File: config.mk
export PLATFORM = sky130hd
export DESIGN_NAME = hex2ascii_stream
export DESIGN_NICKNAME = d
export VERILOG_FILES = /design/src/rtl/hex2ascii_stream.sv
export SDC_FILE = /design/constraint.sdc
export NUM_CORES = 1
export LEC_CHECK = 0
export ABC_AREA = 1
export CORE_ASPECT_RATIO = 2
export CORE_MARGIN = 10
export CORE_UTILIZATION = 25
export CTS_CLUSTER_DIAMETER = 150
export DETAILED_ROUTE_END_ITERATION = 8
export GPL_ROUTABILITY_DRIVEN = 0
export HOLD_SLACK_MARGIN = 0.15
export PLACE_DENSITY = 0.43
export SLEW_MARGIN = 20
export SYNTH_ARGS = -nofsm -noshare
export SYNTH_HDL_FRONTEND = slang
export SYNTH_SLANG_ARGS = --single-unit
export TNS_END_PERCENT = 100
File: constraint.sdc
create_clock -name clk_i -period 2.2 [get_ports clk_i]
set_input_delay 0.22 -clock clk_i [delete_from_list [all_inputs] [get_ports clk_i]]
set_output_delay 0.22 -clock clk_i [all_outputs]
set_load 0.01 [all_outputs]
File: src/rtl/hex2ascii_stream.sv
// Hex word to ASCII character stream, MSB nibble first, valid/ready on both sides.
// Optional "0x" prefix when HEX2ASCII_STREAM_PREFIX_EN is defined.
//
// state   | meaning
// --------+-----------------------------------------------
// IDLE    | waiting for a word, hex_ready_o high
// PREFIX0 | presenting '0' of the "0x" prefix (macro only)
// PREFIX1 | presenting 'x' of the "0x" prefix (macro only)
// DIGIT   | presenting the nibble selected by cnt_q
// TERM0   | presenting space or CR
// TERM1   | presenting LF (TERM_MODE=2 only)
module hex2ascii_stream #(
  parameter int NUM_DIGITS = 4,
  parameter int TERM_MODE  = 2
) (
  input  logic                    clk_i,
  input  logic                    rst_ni,
  input  logic                    hex_valid_i,
  output logic                    hex_ready_o,
  input  logic [NUM_DIGITS*4-1:0] hex_data_i,
  input  logic                    lower_i,
  input  logic                    lzs_i,
  output logic                    busy_o,
  output logic                    ascii_valid_o,
  input  logic                    ascii_ready_i,
  output logic [7:0]              ascii_data_o,
  output logic                    ascii_last_o
);

  localparam int CW = (NUM_DIGITS > 1) ? $clog2(NUM_DIGITS) : 1;
  localparam logic [CW-1:0] CNT_LAST = CW'(NUM_DIGITS - 1);

`ifdef HEX2ASCII_STREAM_PREFIX_EN
  typedef enum logic [2:0] {
    IDLE    = 3'd0,
    PREFIX0 = 3'd1,
    PREFIX1 = 3'd2,
    DIGIT   = 3'd3,
    TERM0   = 3'd4,
    TERM1   = 3'd5
  } state_t;
`else
  typedef enum logic [2:0] {
    IDLE  = 3'd0,
    DIGIT = 3'd3,
    TERM0 = 3'd4,
    TERM1 = 3'd5
  } state_t;
`endif

  state_t                  state_q, state_d;
  logic [NUM_DIGITS*4-1:0] word_q, word_d;
  logic                    lower_q, lower_d;
  logic [CW-1:0]           cnt_q, cnt_d;
  logic [CW-1:0]           lead;
  logic [3:0]              nib;
  logic                    out_hs;

  // Index of the most significant nonzero nibble; all-zero words land on the last digit.
  always_comb begin
    lead = CNT_LAST;
    for (int i = NUM_DIGITS - 1; i >= 0; i--) begin
      if (hex_data_i[(NUM_DIGITS-1-i)*4 +: 4] != 4'h0) lead = CW'(i);
    end
  end

  always_comb begin
    nib = 4'h0;
    for (int i = 0; i < NUM_DIGITS; i++) begin
      if (cnt_q == CW'(NUM_DIGITS - 1 - i)) nib = word_q[i*4 +: 4];
    end
  end

  assign out_hs        = ascii_valid_o & ascii_ready_i;
  assign hex_ready_o   = (state_q == IDLE);
  assign busy_o        = (state_q != IDLE);
  assign ascii_valid_o = (state_q != IDLE);

  always_comb begin
    state_d = state_q;
    word_d  = word_q;
    lower_d = lower_q;
    cnt_d   = cnt_q;
    case (state_q)
      IDLE: begin
        if (hex_valid_i) begin
          word_d  = hex_data_i;
          lower_d = lower_i;
          cnt_d   = lzs_i ? lead : '0;
`ifdef HEX2ASCII_STREAM_PREFIX_EN
          state_d = PREFIX0;
`else
          state_d = DIGIT;
`endif
        end
      end
`ifdef HEX2ASCII_STREAM_PREFIX_EN
      PREFIX0: if (out_hs) state_d = PREFIX1;
      PREFIX1: if (out_hs) state_d = DIGIT;
`endif
      DIGIT: begin
        if (out_hs) begin
          if (cnt_q == CNT_LAST) begin
            cnt_d   = '0;
            state_d = (TERM_MODE == 0) ? IDLE : TERM0;
          end else begin
            cnt_d = cnt_q + CW'(1);
          end
        end
      end
      TERM0: if (out_hs) state_d = (TERM_MODE == 2) ? TERM1 : IDLE;
      TERM1: if (out_hs) state_d = IDLE;
      default: state_d = IDLE;
    endcase
  end

  always_ff @(posedge clk_i or negedge rst_ni) begin
    if (!rst_ni) begin
      state_q <= IDLE;
      word_q  <= '0;
      lower_q <= 1'b0;
      cnt_q   <= '0;
    end else begin
      state_q <= state_d;
      word_q  <= word_d;
      lower_q <= lower_d;
      cnt_q   <= cnt_d;
    end
  end

  // Output byte is a pure function of registered state, so it holds while stalled.
  always_comb begin
    ascii_data_o = 8'h00;
    ascii_last_o = 1'b0;
    case (state_q)
`ifdef HEX2ASCII_STREAM_PREFIX_EN
      PREFIX0: ascii_data_o = 8'h30;
      PREFIX1: ascii_data_o = 8'h78;
`endif
      DIGIT: begin
        if (nib < 4'd10) ascii_data_o = 8'h30 + {4'h0, nib};
        else             ascii_data_o = (lower_q ? 8'h57 : 8'h37) + {4'h0, nib};
        ascii_last_o = (TERM_MODE == 0) && (cnt_q == CNT_LAST);
      end
      TERM0: begin
        ascii_data_o = (TERM_MODE == 2) ? 8'h0D : 8'h20;
        ascii_last_o = (TERM_MODE == 1);
      end
      TERM1: begin
        ascii_data_o = 8'h0A;
        ascii_last_o = 1'b1;
      end
      default: ;
    endcase
  end

endmodule

==> qor.csv <==
metric,value,unit
status,"complete, but fails checks",
violated checks,negative setup slack,
Final min period,2.29,ns
Gate Count Post-Synth,168,
placement-stage cell area,1870,µm²
Post-synth EDFFs,0,
placed cell count,270,
Power per Cell Area,1650,nW/µm²
Antenna diodes,0,
largest net degree at the start of global routing,27,
die footprint,9210,µm²
worst skew pair latency,0.26,ns
drt wl/cell,13.4,µm
Critical-path top delay cell,dfrtp_2,
worst hold path type,in -> async,
Final WS setup,-0.0931,ns
CTS tree,done,
pre-CTS setup slack,-0.392,ns
via count,1265,
sequential area share after synthesis,0.391,
setup tns final,-0.315,ns
fmax,436,MHz
CTS root buf,clkbuf_8,
syn avg cell area,8.37,µm²
final hold slack,0.299,ns
Final Max Tran Viols,0,
final period utilization,1.04,
DRT Pass-1 Iters,4,
WP buf/inv,5,
die width,73.0,µm
dpl hpwl,3.04,mm
vias per inst,4.47,
Crit Path Max Fanout,4,
Post-Layout Cell Count,283,
final setup vio count,6,
io pins,34,
final core utilization,0.392,
final net count,251,
initial core utilization,0.257,
synthesized flop and latch total,22,
ys async rst share,1.00,
CP cell instances,buf_6 -> ha_4 -> buf_6 -> nand2_2 -> nand2_2 -> o211ai_1 -> a21oi_4 -> buf_6 -> buf_4 -> nand3_1 -> nand2_1 -> nand2_1 -> nand2_1 -> buf_2,
cells taking the most area after synthesis,"dfrtp_1 39%, nand2_1 11%, inv_1 5.6%",
worst flop-to-flop path startpoint,state_q[0]$_DFFE_PN0P_,
Die H,126,µm
H-Tree Depth,1,
share of layout cells above drive strength 1,0.386,
core area,5470,µm²
CTS Buffer Depth,2,
Final ANT Viol Nets,0,
"Reg clk slew, reported paths",0.08,ns
CTS Sinks,22,
Final Power,3.54,mW
Pleak,1.02,nW
initial antenna violation count,0,
unique cell type count in the Yosys netlist,30,
WS Path Type,reg -> out,
Post-synth top cells,"42 x nand2_1, 22 x dfrtp_1, 21 x inv_1, 14 x nand3_1, 12 x o21ai_0",
GR Util All Layers,0.0882,
First DRT Iteration DRCs,42,
CP top delay family,buffers and inverters,
first-pass GRT wire length,6.67,mm
multi-input logic area,856,µm²
Reg2Reg Setup Slack,0.77,ns
Area growth syn-to-layout,52.6,%
Worst Setup Start Kind,register,
"Arr. time, crit path",2.07,ns
synth warn,0,
most common cell in the synthesized netlist,nand2_1,
DRC,0,
Worst Reg2Reg Path Length in Cells,5,
critical path capture point type,primary output,
Filler cells,559,
Mapped Area,1410,µm²
Congestion Overflow GR,0,
end of the worst register-to-register path,word_q[10]$_DFFE_PN0P_,
total CTS buffers,3,
CP peak stage delay,0.47,ns
post-synth top area share,0.391,
number of max-cap violations,0,
Fin. Hold Viols,0,
"Design Area, Final",2150,µm²
sequential cell area,552,µm²
FP Rows,38,
Main synth FF type,dfrtp_1,
Syn Nets,195,
CP Depth,14,
Worst Clk Skew,0.00256,ns
Worst EP required,1.98,ns
number of port buffers,32,
"area leader, netlist",dfrtp_1,
maximum vdd drop,0.00117,V
final wirelength,3.79,mm
unrepaired setup endpoints after global routing,yes,
number of global-route vias before repair,1466,
layer usage:
metal	part of all wire	vias to the layer above	global-route usage	wire length, µm
met4	0.032	0	0.0506	123
li1	-	649	-	-
met5	0	-	0	0
met2	0.55	31	0.163	2100
met1	0.37	579	0.0874	1420
met3	0.038	6	0.0118	143
cell usage in the layout, fill, tap and decap left out, drive strengths merged:
| master | synthesis | final |
|---|---|---|
| ha | 5 | 5 |
| nand2 | 46 | 46 |
| nor4 | 2 | 2 |
| nor2 | 11 | 11 |
| nand3 | 14 | 14 |
| inv | 25 | 25 |
| o21ai | 13 | 13 |
| buf | 4 | 31 |
| nor3 | 2 | 2 |
| o211ai | 2 | 2 |
| a21oi | 7 | 7 |
| clkdlybuf4s50 | 0 | 25 |
| mux2 | 10 | 10 |
| dfrtp | 22 | 22 |
| a31oi | 2 | 2 |
| a21boi | 1 | 1 |
| conb | 1 | 1 |
| clkbuf | 1 | 4 |
state kept, by name (all words and copies together), names as in the netlist:
register,count
word_q,16
lower_q,1
state_q,3
cnt_q,2
logic make-up after synthesis:
group                    after synthesis  synth area share
flip-flops                            22             0.391
multiplexers                          10            0.0934
AO/OA/AOI/OAI                         25             0.121
buffers and inverters                 30            0.0961
adder cells (fa/ha/maj)                5            0.0445
other                                  1           0.00267
AND/OR/NAND/NOR                       75             0.251
repair_timing:
action	in CTS	in global routing
hold buffers	0	0
gates resized for setup	70	7
pin swaps	8	9
setup buffers	7	2
gates cloned	0	0
setup endpoints to repair	7	7
area by class of cell:
type,instances,area share
flip-flops and latches,22,0.257
clock buffers,4,0.0257
repair buffers,56,0.236
inverters,25,0.0472
well taps,60,0.0350
multi-input cells,116,0.399
where the power goes:
| group | switching [mW] | internal, mW |
|---|---|---|
| registers | 0.168 | 0.605 |
| logic | 1.21 | 1.26 |
| clock network | 0.134 | 0.159 |
how the worst max path moves through the flow:
stage,startpoint,end
floorplan,cnt_q[0]$_DFFE_PN0P_,ascii_data_o[6]
detailed placement,cnt_q[1]$_DFFE_PN0P_,ascii_data_o[2]
finish,cnt_q[1]$_DFFE_PN0P_,ascii_data_o[2]
global placement,cnt_q[1]$_DFFE_PN0P_,ascii_data_o[2]
CTS,cnt_q[0]$_DFFE_PN0P_,ascii_data_o[2]
global route,cnt_q[0]$_DFFE_PN0P_,ascii_data_o[2]
No activity file was read; power rests on OpenSTA's default activity.
